[src/rtl/mem_port_arbiter.sv]
// rtl/mem_port_arbiter.sv - IF/MEM arbiter for one single-port memory with fixed-latency access timing
// Optional macro ARB_PERF_CNT_EN adds stall and conflict performance counters.
module mem_port_arbiter #(
  parameter int LAT            = 2,
  parameter int MAX_MEM_STREAK = 4
) (
  input  logic        clk,
  input  logic        rst_n,
  input  logic        if_req,
  input  logic [31:0] if_addr,
  output logic [31:0] if_rdata,
  output logic        if_ready,
  input  logic        mem_req,
  input  logic        mem_we,
  input  logic [31:0] mem_addr,
  input  logic [31:0] mem_wdata,
  output logic [31:0] mem_rdata,
  output logic        mem_ready,
  output logic        ram_en,
  output logic        ram_we,
  output logic [31:0] ram_addr,
  output logic [31:0] ram_wdata,
  input  logic [31:0] ram_rdata,
  output logic        stall_if,
  output logic        stall_all
`ifdef ARB_PERF_CNT_EN
  ,
  output logic [31:0] perf_if_stall,
  output logic [31:0] perf_mem_stall,
  output logic [31:0] perf_conflict
`endif
);

  localparam int SW = $clog2(MAX_MEM_STREAK + 1);
  localparam logic [2:0]    LAT_C = 3'(LAT);
  localparam logic [SW-1:0] MAX_C = SW'(MAX_MEM_STREAK);

  typedef enum logic {IDLE, BUSY} state_t;

  state_t          state_q, state_d;
  logic [2:0]      cnt_q, cnt_d;
  logic [SW-1:0]   streak_q, streak_d;
  logic            owner_if_q, owner_if_d;
  logic            we_q, we_d;
  logic [31:0]     addr_q, addr_d;
  logic [31:0]     wdata_q, wdata_d;
  logic            grant_if;

  always_ff @(posedge clk or negedge rst_n) begin
    if (!rst_n) begin
      state_q    <= IDLE;
      cnt_q      <= '0;
      streak_q   <= '0;
      owner_if_q <= 1'b0;
      we_q       <= 1'b0;
      addr_q     <= '0;
      wdata_q    <= '0;
    end else begin
      state_q    <= state_d;
      cnt_q      <= cnt_d;
      streak_q   <= streak_d;
      owner_if_q <= owner_if_d;
      we_q       <= we_d;
      addr_q     <= addr_d;
      wdata_q    <= wdata_d;
    end
  end

  always_comb begin
    state_d    = state_q;
    cnt_d      = cnt_q;
    streak_d   = streak_q;
    owner_if_d = owner_if_q;
    we_d       = we_q;
    addr_d     = addr_q;
    wdata_d    = wdata_q;
    ram_en     = 1'b0;
    ram_we     = 1'b0;
    ram_addr   = '0;
    ram_wdata  = '0;
    if_ready   = 1'b0;
    if_rdata   = '0;
    mem_ready  = 1'b0;
    mem_rdata  = '0;
    stall_if   = 1'b0;
    stall_all  = 1'b0;
    // IF only overtakes MEM once it has watched MAX_MEM_STREAK MEM grants go by
    grant_if   = if_req && (!mem_req || (streak_q == MAX_C));

    // Outputs are forced low while reset is held, even with requests pending
    if (rst_n) begin
      if (state_q == IDLE) begin
        if (if_req || mem_req) begin
          ram_en = 1'b1;
          if (grant_if) begin
            ram_addr   = if_addr;
            owner_if_d = 1'b1;
            we_d       = 1'b0;
            addr_d     = if_addr;
            wdata_d    = '0;
            streak_d   = '0;
          end else begin
            ram_we     = mem_we;
            ram_addr   = mem_addr;
            ram_wdata  = mem_wdata;
            owner_if_d = 1'b0;
            we_d       = mem_we;
            addr_d     = mem_addr;
            wdata_d    = mem_wdata;
            if (!if_req) begin
              streak_d = '0;
            end else if (streak_q != MAX_C) begin
              streak_d = streak_q + 1'b1;
            end
          end
          cnt_d   = LAT_C;
          state_d = BUSY;
        end
      end else begin
        ram_we    = we_q;
        ram_addr  = addr_q;
        ram_wdata = wdata_q;
        cnt_d     = cnt_q - 3'd1;
        if (cnt_q == 3'd1) begin
          state_d = IDLE;
          if (owner_if_q) begin
            if_ready = 1'b1;
            if_rdata = ram_rdata;
          end else begin
            mem_ready = 1'b1;
            mem_rdata = we_q ? 32'd0 : ram_rdata;
          end
        end
      end
      stall_if  = if_req & ~if_ready;
      stall_all = mem_req & ~mem_ready;
    end
  end

`ifdef ARB_PERF_CNT_EN
  logic [31:0] perf_if_q, perf_if_d;
  logic [31:0] perf_mem_q, perf_mem_d;
  logic [31:0] perf_cf_q, perf_cf_d;

  always_comb begin
    perf_if_d  = perf_if_q + {31'd0, stall_if};
    perf_mem_d = perf_mem_q + {31'd0, stall_all};
    perf_cf_d  = perf_cf_q + {31'd0, (state_q == IDLE) && if_req && mem_req};
  end

  always_ff @(posedge clk or negedge rst_n) begin
    if (!rst_n) begin
      perf_if_q  <= '0;
      perf_mem_q <= '0;
      perf_cf_q  <= '0;
    end else begin
      perf_if_q  <= perf_if_d;
      perf_mem_q <= perf_mem_d;
      perf_cf_q  <= perf_cf_d;
    end
  end

  assign perf_if_stall  = perf_if_q;
  assign perf_mem_stall = perf_mem_q;
  assign perf_conflict  = perf_cf_q;
`endif

endmodule

[config.mk]
export PLATFORM = sky130hd
export DESIGN_NAME = mem_port_arbiter
export DESIGN_NICKNAME = d
export VERILOG_FILES = /design/src/rtl/mem_port_arbiter.sv
export SDC_FILE = /design/constraint.sdc
export NUM_CORES = 1
export LEC_CHECK = 0
export ABC_AREA = 1
export CAP_MARGIN = 20
export CORE_AREA = 2 2 139 107
export CTS_CLUSTER_DIAMETER = 30
export CTS_CLUSTER_SIZE = 14
export DETAILED_ROUTE_END_ITERATION = 16
export DIE_AREA = 0 0 141 109
export GPL_TIMING_DRIVEN = 0
export PLACE_DENSITY = 0.81
export SETUP_SLACK_MARGIN = 0.5
export SYNTH_ARGS = -nofsm -noshare
export SYNTH_HDL_FRONTEND = slang
export SYNTH_SLANG_ARGS = --single-unit
[constraint.sdc]
create_clock -name clk -period 1.5 [get_ports clk]
set_input_delay 0.3 -clock clk [delete_from_list [all_inputs] [get_ports clk]]
set_output_delay 0.3 -clock clk [all_outputs]
set_load 0.01 [all_outputs]
# --- Word level (Yosys, flattened, before mapping) ---
# Cells that the tools add are included.
word_totals:
  regBits: 73
  input_bits: 133
  output_inout_bits: 134
classes:
  addsub: 2
  n_eq_ne: 4
  n_mux: 44
  bitwise_logic: 5
  n_reduce_logical: 8
op_table:
  columns: ["cell", "n"]
  rows:
  - ["$mux W32", 17]
  - ["$mux W1", 22]
  - ["$mux W3", 5]
  - ["$reduce_and A4 Y1", 1]
  - ["$add A3 B1 Y3 const B", 1]
  - ["$eq A3 B1 Y1 const B", 1]
  - ["$eq A3 B3 Y1 const B", 1]
  - ["$ne A3 B1 Y1 const B", 1]
  - ["$ne A3 B3 Y1 const B", 1]
  - ["$not A1 Y1", 3]
  - ["$reduce_and A3 Y1", 1]
  - ["$sub A3 B1 Y3 const B", 1]
  - ["$and A1 B1 Y1", 2]
  - ["$logic_or A1 B1 Y1", 2]
  - ["$reduce_and A2 Y1", 1]
  - ["$reduce_bool A2 Y1", 1]
  - ["$logic_and A1 B1 Y1", 1]
  - ["$logic_not A1 Y1", 1]

# --- Logic depth before layout (Yosys ltp) ---
depth:
  word_depth: 7
  mapped_depth: 9
  mapped_depth_nobuf: 8

# --- Worst setup path before layout ---
# Ideal clock, no wire load.
synth_timing:
  path_type: "reg2out"
  start: "register cnt_q[1]"
  end: "output if_rdata[10]"
  arrival_time_ns: 1.382
  slack_ns: -0.182
  path_stages_with_launch: 8
  n_path_buf: 1
  cell_sequence: "dfrtp_1 -> inv_1 -> ha_1 -> nand4_1 -> nor2_1 -> inv_2 -> clkbuf_1 -> nor2_1"
synth_via:
  elab_chain_cells: 4
synth_lines:
  columns: ["item", "line", "text"]
  rows:
  - ["start: declaration", "41", "logic [2:0] cnt_q, cnt_d;"]
  - ["start signal: assignment", "60", "cnt_q <= cnt_d;"]
  - ["$eq A3 B1 Y1", "124", "if (cnt_q == 3'd1) begin"]
  - ["$mux W32", "124", null]
  - ["$mux W32", "92", "if (state_q == IDLE) begin"]
  - ["$mux W32", "91", "if (rst_n) begin"]
  - ["end: declaration", "11", "output logic [31:0] if_rdata,"]
# Every way passes these cells.

# --- Final worst setup path ---
layout_timing:
  start: "register streak_q[1]"
  end: "output ram_addr[30]"
layout_via:
  elab_chain_cells: 7
layout_lines:
  columns: ["item", "line", "text"]
  rows:
  - ["start: declaration", "42", "logic [SW-1:0] streak_q, streak_d;"]
  - ["start signal: assignment", "61", "streak_q <= streak_d;"]
  - ["$eq A3 B3 Y1", "88", "grant_if = if_req && (!mem_req || (streak_q == MAX_C));"]
  - ["$logic_or A1 B1 Y1", "88", null]
  - ["$logic_and A1 B1 Y1", "88", null]
  - ["$mux W32", "95", "if (grant_if) begin"]
  - ["$mux W32", "93", "if (if_req || mem_req) begin"]
  - ["$mux W32", "92", null]
  - ["$mux W32", "91", null]
  - ["end: declaration", "21", "output logic [31:0] ram_addr,"]
# Every way passes these cells.

==> reports/qor.txt <==
Final period demand of the worst path = 2267 ps
Worst-path fanout max = 5
Failing checks = negative hold slack, negative setup slack
Area leader, netlist = dfrtp_1
Final wirelength = 24.07 mm
Grt ovf = 0
Crit start category = register
Final Max Slew Viols = 0
Share of synthesized registers carrying an async set or reset = 1.000
Remaining DRCs = 0
Synth top area share = 0.3674
N_diodes = 0
Crit path capture type = primary output
Root Buffer = clkbuf_16
FF-to-FF Start = streak_q[1]
Worst reg2reg setup slack = -210 ps
Mapped Area = 4972 µm²
Core Region = 14,120 µm²
Share of cells above drive strength 1 = 0.5122
Reg clk slew, reported paths = 60 ps
Inserted Clock Buffers = 9
Dpl cell area = 8981 µm²
Syn avg cell area = 6.517 µm²
Mapped Cells = 763
Final count of negative-setup-slack endpoints = 191
Nets@finish = 1,278
Floorplan die width = 141 µm
Period utilization = 1.511
Fin worst setup slack = -767.0 ps
Final Cell Area = 11,570 µm²
Final hold vios = 19
Setup WS pre-CTS = -1291 ps
Worst Hold Class = in -> async
Syn_nets = 900
Reg2reg path depth = 11
Max Freq = 441.1 MHz
Min Hold Slack = -192.2 ps
Clock Skew = 10.94 ps
Initial antenna violation count = 0
Status = complete, but fails checks
Number of flops mapped to enable cells by yosys = 0
Top post-synthesis cells by area = dfrtp_1 (37%), nand2_1 (18%), inv_1 (11%)
FP Rows = 38
Post-synthesis sequential area ratio = 0.3674
Vias per cell = 5.121
Synth Flop Type = dfrtp_1
Slew @ Worst Pin = 556.8 ps
RSZ-0062 raised after global routing = true
Pleak = 5.661 nW
Slew headroom = 0.6288
Total GRT Usage = 0.2612
First-pass GRT wire length = 31.91 mm
Pwr per Cell Area = 1393 nW/µm²
Die area = 15,370 µm²
Post-synth top cells = nand2_1 (237), inv_1 (141), nand3_1 (101)
# H-tree levels = 3
Wirelength per Cell = 18.15 µm
Synthesized flop and latch total = 73
Placer Congestion = 0.8306
Largest net degree at the start of global routing = 30
Die Y = 109 µm
Worst Path Arrival = 1970 ps
Synth-to-layout area growth = 132.8%
# clock sinks = 73
Starting Density = 0.3521
Post-DP HPWL = 14.23 mm
Critical R2R Capture = wdata_q[5]
Vias in the first global route = 6,396
Max Cap Viol = 0
Yosys warnings = 0
CP required = 1200 ps
Via Count = 6,790
IO Count = 267
PortBufs = 265
ANT nets after route = 0
Number of DRC markers in iteration 0 = 344
Critical path type = reg -> out
Final-layout fill cell count = 805
CTS tree = done
Worst vdd rail ir drop = 893.0 µV
Most common cell in the synthesized netlist = nand2_1
Distinct cells, synth = 25
CTS Buffer Depth = 2
Skew-Pair Late Insertion Delay = 340 ps
Router iterations before antenna repair = 5
-- sequential cells by signal (all words and copies together), names as in the netlist --
signal / cells
addr_q: 32
wdata_q: 32
cnt_q: 3
streak_q: 3
owner_if_q: 1
state_q: 1
we_q: 1
-- where the power goes --
part / internal [mW] / total, mW / switching, mW
clock network: 1.43 / 2.31 / 0.877
registers: 2.93 / 3.71 / 0.778
logic: 5.07 / 10.1 / 5.04
total: 9.43 / 16.1 / 6.70
-- kinds of logic after synthesis --
kind of cell | count (synthesis) | share of synthesized area
AND/OR/NAND/NOR | 414 | 0.3591
buffers and inverters | 198 | 0.1638
flip-flops | 73 | 0.3674
AO/OA/AOI/OAI | 72 | 0.09613
adder cells (fa/ha/maj) | 4 | 0.01007
XOR/XNOR | 2 | 0.003524
-- worst max-delay path by stage --
stage | to | cells past startpoint | slack (ps) | start
finish | ram_addr[30] | 11 | -770 | streak_q[1]
global route | ram_addr[30] | 11 | -820 | streak_q[1]
CTS | ram_wdata[6] | 9 | -650 | state_q
detailed placement | ram_addr[22] | 9 | -1290 | rst_n
global placement | mem_rdata[15] | 5 | -4380 | rst_n
floorplan | ram_wdata[10] | 9 | -80 | streak_q[0]
-- routing by layer --
layer,track usage,part of all wire
met2,0.4850,0.51
met4,0.06714,0.032
met1,0.3005,0.38
met5,0,0
met3,0.07027,0.079
-- per-stage QoR --
stage	total power [mW]	util	setup TNS [ps]	cells	hold WS, ps
2_1_floorplan	7.571	-	-7309	763	4.409
3_3_place_gp	10.04	0.6342	-952430	1208	464.1
3_5_place_dp	10.21	0.6360	-163470	1209	211.2
4_1_cts	13.77	0.7153	-74570	1273	-188.9
5_1_grt	16.97	0.8196	-98670	1326	-182.6
6_report	16.12	0.8196	-89150	1326	-192.2
-- repair_timing --
item,CTS,global route
buffers inserted,39,41
gates resized for setup,726,290
hold endpoints to repair,19,19
endpoints found under the setup margin,207,207
cloned,9,12
pin swaps,14,58
-- area by class of cell --
type                       count  area (µm²)  share of cell area
timing repair buffer         367        3807              0.3290
buffer                        53       729.5             0.06303
sequential                    73        1829              0.1581
clock buffer                  13       270.3             0.02335
multi-input combinational    492        4094              0.3537
clock inverter                 3       46.29            0.004000
inverter                     145       571.8             0.04941
tap                          180       225.2             0.01946
-- layout by cell type (no fill, tap or decap), drive strengths merged --
cell           Yosys  final
a21oi              1      1
a22oi              1      1
buf               25    251
bufbuf             0      1
bufinv             0      1
clkbuf            28     51
clkdlybuf4s50      0    129
clkinv             0      3
clkinvlp           0      1
dfrtp             73     73
dlygate4sd2        0      1
ha                 4      4
inv              145    143
nand2            240    240
nand3            101    101
nand4              1      1
nor2              37     37
nor3               2      2
nor4              33     33
o21a               1      1
o21ai             69     69
xor2               2      2
-- critical path: stages, from the launching register on --
cell and delay, ps:
dfrtp_1 400, inv_2 110, ha_4 160, nand2_4 60
nand2_8 110, nand2_8 80, buf_8 160, clkbuf_16 170
nand2_4 50, nand3_2 70, nand2_1 100, buf_2 150
Note: power is estimated with default switching activity, not from simulation.
